--- config.mk ---
export PLATFORM = sky130hd
export DESIGN_NAME = jtag_dr_ctl_flat
export DESIGN_NICKNAME = d
export VERILOG_FILES = /design/src/rtl/jtag_pkg.sv /design/src/rtl/jtag_dr_ctl_if.sv /design/src/rtl/sync_edge.sv /design/src/rtl/jtag_dr_ctl.sv /design/src/flat_wrapper.sv
export SDC_FILE = /design/constraint.sdc
export NUM_CORES = 1
export LEC_CHECK = 0
export ABC_AREA = 1
export CAP_MARGIN = 20
export CORE_MARGIN = 2
export CORE_UTILIZATION = 52
export CTS_CLUSTER_SIZE = 40
export DETAILED_ROUTE_END_ITERATION = 6
export PLACE_DENSITY = 0.79
export SETUP_SLACK_MARGIN = 0.1
export SLEW_MARGIN = 15
export SYNTH_ARGS = -nofsm -noshare
export SYNTH_HDL_FRONTEND = slang
export SYNTH_SLANG_ARGS = --single-unit
--- constraint.sdc ---
create_clock -name clk -period 1.5 [get_ports clk]
set_clock_uncertainty 0.05 [all_clocks]
set_input_delay 0.3 -clock clk [delete_from_list [all_inputs] [get_ports clk]]
set_output_delay 0.3 -clock clk [all_outputs]
set_load 0.01 [all_outputs]
--- src/rtl/jtag_pkg.sv ---
// rtl/jtag_pkg.sv - shared constants and FSM state type for the JTAG DR controller
package jtag_pkg;

  localparam int         DR_BITS_DEF = 32;
  localparam logic [7:0] IR_ER1      = 8'h32;
  localparam logic [7:0] IR_ER2      = 8'h38;

  typedef enum logic {
    ST_IDLE  = 1'b0,
    ST_SHIFT = 1'b1
  } dr_state_e;

endpackage

--- src/rtl/jtag_dr_ctl_if.sv ---
// rtl/jtag_dr_ctl_if.sv - SoC debug-register port between the DR controller and its consumer
interface jtag_dr_ctl_if #(
  parameter int DR_BITS = 32
);
  logic [DR_BITS-1:0] dbgreg_out;
  logic [DR_BITS-1:0] dbgreg_in;
  logic               dbgreg_sel;
  logic               dbgreg_strobe;
  logic               short_err;

  modport master (
    input  dbgreg_out,
    output dbgreg_in,
    output dbgreg_sel,
    output dbgreg_strobe,
    output short_err
  );

  modport slave (
    output dbgreg_out,
    input  dbgreg_in,
    input  dbgreg_sel,
    input  dbgreg_strobe,
    input  short_err
  );
endinterface

--- src/rtl/sync_edge.sv ---
// rtl/sync_edge.sv - multi-flop synchronizer for a data bus plus one edge-detected strobe input
module sync_edge #(
  parameter int STAGES = 2,
  parameter int WIDTH  = 1
) (
  input  logic             clk,
  input  logic             rst_n,
  input  logic             edge_i,
  input  logic [WIDTH-1:0] d_i,
  output logic [WIDTH-1:0] q_o,
  output logic             rise_o
);
  // Edge input rides in the top bit so every input sees identical latency.
  logic [STAGES-1:0][WIDTH:0] chain_q;
  logic                       prev_q;

  always_ff @(posedge clk or negedge rst_n) begin
    if (!rst_n) begin
      chain_q <= '0;
      prev_q  <= 1'b0;
    end else begin
      chain_q <= {chain_q[STAGES-2:0], edge_i, d_i};
      prev_q  <= chain_q[STAGES-1][WIDTH];
    end
  end

  assign q_o    = chain_q[STAGES-1][WIDTH-1:0];
  assign rise_o = chain_q[STAGES-1][WIDTH] & ~prev_q;

endmodule

--- src/rtl/jtag_dr_ctl.sv ---
// rtl/jtag_dr_ctl.sv - JTAG ER1/ER2 data-register capture/shift/update in the SoC clock domain
module jtag_dr_ctl
  import jtag_pkg::*;
#(
  parameter int SYNC_STAGES = 2,
  parameter int DR_BITS     = DR_BITS_DEF
) (
  input  logic          clk,
  input  logic          rstn,
  input  logic          jtck,
  input  logic          jtdi,
  input  logic          jshift,
  input  logic          jupdate,
  input  logic          jce1,
  input  logic          jce2,
  input  logic          jrstn,
  output logic          jtdo,
  jtag_dr_ctl_if.master dbg
);
  localparam logic [5:0] CNT_MAX = 6'd63;

  logic [5:0] tap_s;
  logic       rise;
  logic       s_jtdi, s_jshift, s_jupdate, s_jce1, s_jce2, s_jrstn;
  logic       capture;

  dr_state_e          state_q, state_d;
  logic [DR_BITS-1:0] shreg_q, shreg_d;
  logic [5:0]         cnt_q, cnt_d;
  logic               sel_q, sel_d;
  logic               shift_q, shift_d;
  logic [DR_BITS-1:0] din_q, din_d;
  logic               dsel_q, dsel_d;
  logic               strobe_q, strobe_d;
  logic               err_q, err_d;

  sync_edge #(
    .STAGES (SYNC_STAGES),
    .WIDTH  (6)
  ) u_sync (
    .clk    (clk),
    .rst_n  (rstn),
    .edge_i (jtck),
    .d_i    ({jrstn, jce2, jce1, jupdate, jshift, jtdi}),
    .q_o    (tap_s),
    .rise_o (rise)
  );

  assign {s_jrstn, s_jce2, s_jce1, s_jupdate, s_jshift, s_jtdi} = tap_s;
  assign capture = (s_jce1 | s_jce2) & ~s_jshift;

  always_ff @(posedge clk or negedge rstn) begin
    if (!rstn) begin
      state_q  <= ST_IDLE;
      shreg_q  <= '0;
      cnt_q    <= '0;
      sel_q    <= 1'b0;
      shift_q  <= 1'b0;
      din_q    <= '0;
      dsel_q   <= 1'b0;
      strobe_q <= 1'b0;
      err_q    <= 1'b0;
    end else begin
      state_q  <= state_d;
      shreg_q  <= shreg_d;
      cnt_q    <= cnt_d;
      sel_q    <= sel_d;
      shift_q  <= shift_d;
      din_q    <= din_d;
      dsel_q   <= dsel_d;
      strobe_q <= strobe_d;
      err_q    <= err_d;
    end
  end

  always_comb begin
    state_d  = state_q;
    shreg_d  = shreg_q;
    cnt_d    = cnt_q;
    sel_d    = sel_q;
    shift_d  = shift_q;
    din_d    = din_q;
    dsel_d   = dsel_q;
    strobe_d = 1'b0;
    err_d    = 1'b0;
    // TAP test-logic reset clears the shift path but leaves the last accepted word alone.
    if (!s_jrstn) begin
      state_d = ST_IDLE;
      shreg_d = '0;
      cnt_d   = '0;
      sel_d   = 1'b0;
      shift_d = 1'b0;
    end else if (rise) begin
      shift_d = s_jshift;
      case (state_q)
        ST_IDLE: begin
          if (capture && !s_jupdate) begin
            shreg_d = dbg.dbgreg_out;
            sel_d   = s_jce2;
            cnt_d   = '0;
            state_d = ST_SHIFT;
          end
        end
        ST_SHIFT: begin
          if (s_jupdate) begin
            if (int'(cnt_q) >= DR_BITS) begin
              din_d    = shreg_q;
              dsel_d   = sel_q;
              strobe_d = 1'b1;
            end else begin
              err_d = 1'b1;
            end
            state_d = ST_IDLE;
          end else if (capture) begin
            shreg_d = dbg.dbgreg_out;
            sel_d   = s_jce2;
            cnt_d   = '0;
          end else if (shift_q) begin
            // shift_q reflects Shift-DR at the previous TCK edge, so the Exit1 edge still shifts.
            shreg_d = {s_jtdi, shreg_q[DR_BITS-1:1]};
            cnt_d   = (cnt_q == CNT_MAX) ? CNT_MAX : cnt_q + 6'd1;
          end
        end
        default: state_d = ST_IDLE;
      endcase
    end
  end

  assign jtdo              = shreg_q[0];
  assign dbg.dbgreg_in     = din_q;
  assign dbg.dbgreg_sel    = dsel_q;
  assign dbg.dbgreg_strobe = strobe_q;
  assign dbg.short_err     = err_q;

endmodule

--- src/flat_wrapper.sv ---
// flat-port wrapper written by rule: the top's interface ports become plain ports
module jtag_dr_ctl_flat import jtag_pkg::*;
#(
  parameter int SYNC_STAGES = 2,
  parameter int DR_BITS     = DR_BITS_DEF
)
  (clk, rstn, jtck, jtdi, jshift, jupdate, jce1, jce2, jrstn, jtdo, dbg_dbgreg_out, dbg_dbgreg_in, dbg_dbgreg_sel, dbg_dbgreg_strobe, dbg_short_err);
  jtag_dr_ctl_if #(.DR_BITS(DR_BITS)) dbg_i ();
  input  logic clk;
  input  logic rstn;
  input  logic jtck;
  input  logic jtdi;
  input  logic jshift;
  input  logic jupdate;
  input  logic jce1;
  input  logic jce2;
  input  logic jrstn;
  output logic jtdo;
  input wire logic [$bits(dbg_i.dbgreg_out)-1:0] dbg_dbgreg_out;
  output wire logic [$bits(dbg_i.dbgreg_in)-1:0] dbg_dbgreg_in;
  output wire logic [$bits(dbg_i.dbgreg_sel)-1:0] dbg_dbgreg_sel;
  output wire logic [$bits(dbg_i.dbgreg_strobe)-1:0] dbg_dbgreg_strobe;
  output wire logic [$bits(dbg_i.short_err)-1:0] dbg_short_err;
  assign dbg_i.dbgreg_out = dbg_dbgreg_out;
  assign dbg_dbgreg_in = dbg_i.dbgreg_in;
  assign dbg_dbgreg_sel = dbg_i.dbgreg_sel;
  assign dbg_dbgreg_strobe = dbg_i.dbgreg_strobe;
  assign dbg_short_err = dbg_i.short_err;
  jtag_dr_ctl #(.SYNC_STAGES(SYNC_STAGES), .DR_BITS(DR_BITS)) u_core (.clk(clk), .rstn(rstn), .jtck(jtck), .jtdi(jtdi), .jshift(jshift), .jupdate(jupdate), .jce1(jce1), .jce2(jce2), .jrstn(jrstn), .jtdo(jtdo), .dbg(dbg_i));
endmodule
==> impl_metrics.json <==
{
  "synth_area_um2": 4270,
  "place_area_um2": 5210,
  "synth_area_leaders": "dfrtp_1, nand2_1, inv_1, nand3_1, nor2_1",
  "final_nets": 739,
  "r2r-start": "u_core.state_q$_DFFE_PN0P_",
  "grtUsageTotal_pct": 31.7,
  "fin_cells": 806,
  "gp_congestion": 0.836,
  "fin_crit_ns": 1.66,
  "layout_common_cells": "nand2_1, dfrtp_1, inv_1",
  "yosys.cell_types.count": 21,
  "critPathArrivalTime_ns": 1.87,
  "clk_pin_slew_ns": 0.10,
  "antenna_left": 0,
  "start_util_pct": 52.7,
  "hold_violations": 0,
  "die_x_um": 94.6,
  "status": "finished with violations",
  "violations": "setup timing",
  "syn_nets": 607,
  "cts_tree": "done",
  "synth-main-ff-cell": "dfrtp_1",
  "via_count": 4567,
  "crit_fanout": 7,
  "drv_cap": 0,
  "synth.avg_cell_area_um2": 7.56,
  "cts_inserted_buffers": 9,
  "critPathLaunchType": "flop",
  "powerDensity_nw_per_um2": 812,
  "path_class": "flop to flop",
  "port_buffers": 76,
  "clock_sinks": 91,
  "routed_wl_um": 15300,
  "area_delta_synth_final_pct": 51.1,
  "cts_root_buffer": "clkbuf_8",
  "wl_per_cell_um": 18.9,
  "ys_async_sr_fraction_pct": 100,
  "rows": 33,
  "drive_gt1_share_pct": 29.1,
  "nFillCells": 466,
  "endpoint": "u_core.shreg_q[1]$_DFFE_PN0P_",
  "grt_max_degree": 45,
  "firstDrtPassIters": 5,
  "drcViolationCount": 0,
  "via_per_inst": 5.67,
  "grt_pass1_vias": 4328,
  "antenna_found_initial": 0,
  "drt-initial-drc-count": 388,
  "synth-edff-count": 0,
  "ys_ff_latch": 91,
  "timing.final.crit_share_pct": 111,
  "diodes": 0,
  "synthCells": 564,
  "die_y_um": 94.6,
  "yosys_warnings": 0,
  "synth-seq-area-share_pct": 53.4,
  "synth_area_leader_cell": "dfrtp_1",
  "dpl.cell_count": 741,
  "maxSlewHeadroom_pct": 73.2,
  "clk_path_buf_depth": 2,
  "finalMaxSlewViolations": 0,
  "crit_top_cell": "nand2_2",
  "rsz0062_at_grt": "true",
  "slowest_stage": "dfrtp_2",
  "layout_commonest_cell": "nand2_1",
  "reg2reg_depth": 9,
  "setup_slack_ns": -0.163,
  "vdd_drop_max_mv": 0.658,
  "die-area_um2": 8940,
  "p_leak_nw": 3.37,
  "r2r_slack_ns": -0.16,
  "min-delay-path-class": "primary input to async pin",
  "hold_ws_ns": 0.281,
  "core_area_um2": 8090,
  "endpoint_kind": "flop",
  "r2r_end": "u_core.shreg_q[1]$_DFFE_PN0P_",
  "cp.required_ns": 1.71,
  "fin_area_um2": 6440,
  "grt_overflow": 0,
  "yosys.area.top_type_share_pct": 53.4,
  "grt_pass1_wl_um": 21300,
  "slowest_delay_ns": 0.48,
  "fmax_mhz": 601,
  "crit_start": "u_core.state_q$_DFFE_PN0P_",
  "crit_chain": "nand2_2, nand2_2, nand2_2, buf_6, nand3_4, buf_12, buf_12, nand2_4, nand2_2",
  "htree_levels": 3,
  "tightest_slew_ns": 0.402,
  "io-pin-count": 77,
  "setup_viol": 64,
  "clock_latency_ns": 0.38,
  "dp_hpwl_um": 6350
}
[cell type report]
cell class / instances / area (um^2) / share of cell area [%]
clock inverter: 6 / 40.0 / 0.621
inverter: 83 / 317 / 4.91
sequential: 91 / 2280 / 35.4
multi-input combinational: 364 / 1880 / 29.1
timing repair buffer: 147 / 1660 / 25.8
tap: 105 / 131 / 2.04
clock buffer: 10 / 138 / 2.14
[power breakdown]
group / leakage, nW / internal, W / switching [W] / total (W)
clock network: 0.0924 / 0.000649 / 0.000939 / 0.00159
registers: 1.20 / 0.00258 / 0.000112 / 0.00270
logic: 2.07 / 0.000421 / 0.000527 / 0.000948
[per-layer routing]
layer | wire (um) | GRT usage (%) | part of all wire, %
met2 | 7600 | 55.4 | 50
met4 | 934 | 16.7 | 6.1
met3 | 1520 | 6.70 | 10
met1 | 5210 | 36.5 | 34
met5 | 0 | 0 | 0
[worst min path at each step]
stage	endpoint	startpoint	slack, ns	depth (start not counted)
after floorplan	u_core.cnt_q[0]$_DFFE_PN0P_	rstn	-0.05	0
after global placement	u_core.dbg.dbgreg_in[25]$_DFFE_PN0P_	rstn	0.13	1
after detailed placement	u_core.dbg.dbgreg_in[25]$_DFFE_PN0P_	rstn	0.13	1
after CTS	u_core.dbg.dbgreg_in[23]$_DFFE_PN0P_	rstn	0.28	2
after global routing	u_core.dbg.dbgreg_in[23]$_DFFE_PN0P_	rstn	0.29	2
final	u_core.dbg.dbgreg_in[25]$_DFFE_PN0P_	rstn	0.28	2
[metrics by stage]
stage	setup TNS, ns	setup WS, ns	utilization (%)	power (W)
global route	-7.25	-0.174	79.6	0.00541
global placement	-5.85	-0.165	64.4	0.00330
finish	-5.26	-0.163	79.6	0.00523
detailed placement	-9.00	-0.280	64.4	0.00332
floorplan	0	0.149	-	0.00303
CTS	0	0.0211	75.9	0.00507
[registers in the layout (all words and copies together) (netlist names)]
signal,count
u_core.dbg.dbgreg_sel,1
u_core.dbg.dbgreg_in,32
u_core.state_q,1
u_core.u_sync.chain_q,8
u_core.u_sync.prev_q,1
u_core.sel_q,1
u_core.cnt_q,6
u_core.shift_q,1
u_core.u_sync.q_o,6
u_core.dbg.dbgreg_strobe,1
u_core.shreg_q,32
u_core.dbg.short_err,1
[cell usage after synthesis (2+ instances only)]
cell / instances
buf_6: 4
dfrtp_1: 91
o21ai_1: 23
clkbuf_1: 7
ha_1: 2
nand2_1: 233
buf_4: 5
nor2_1: 39
inv_1: 81
inv_2: 2
buf_2: 11
nand3_1: 38
nand4_1: 2
o21ai_0: 14
a21oi_1: 5
nand2_2: 2
[logic make-up after synthesis]
logic type	share of synthesized area, %
buffers and inverters	11.1
adder cells (fa/ha/maj)	0.587
AND/OR/NAND/NOR	29.7
AO/OA/AOI/OAI	5.13
flip-flops	53.4
[timing repair]
| action | 4_1_cts | 5_1_grt |
|---|---|---|
| gates cloned | 11 | 2 |
| hold buffers | 1 | 0 |
| pin swaps | 61 | 21 |
| hold endpoints to repair | 13 | 0 |
| gates resized for setup | 170 | 63 |
| endpoints found under the setup margin | 99 | 104 |
| buffers inserted | 15 | 21 |
[worst max-delay path, delay by kind of cell, from the launching register on]
family / cells / cell delay (ns)
AND/OR/NAND/NOR: 6 / 0.57
flip-flops: 1 / 0.48
buffers and inverters: 3 / 0.44
Power figures use the tool's default switching activity.
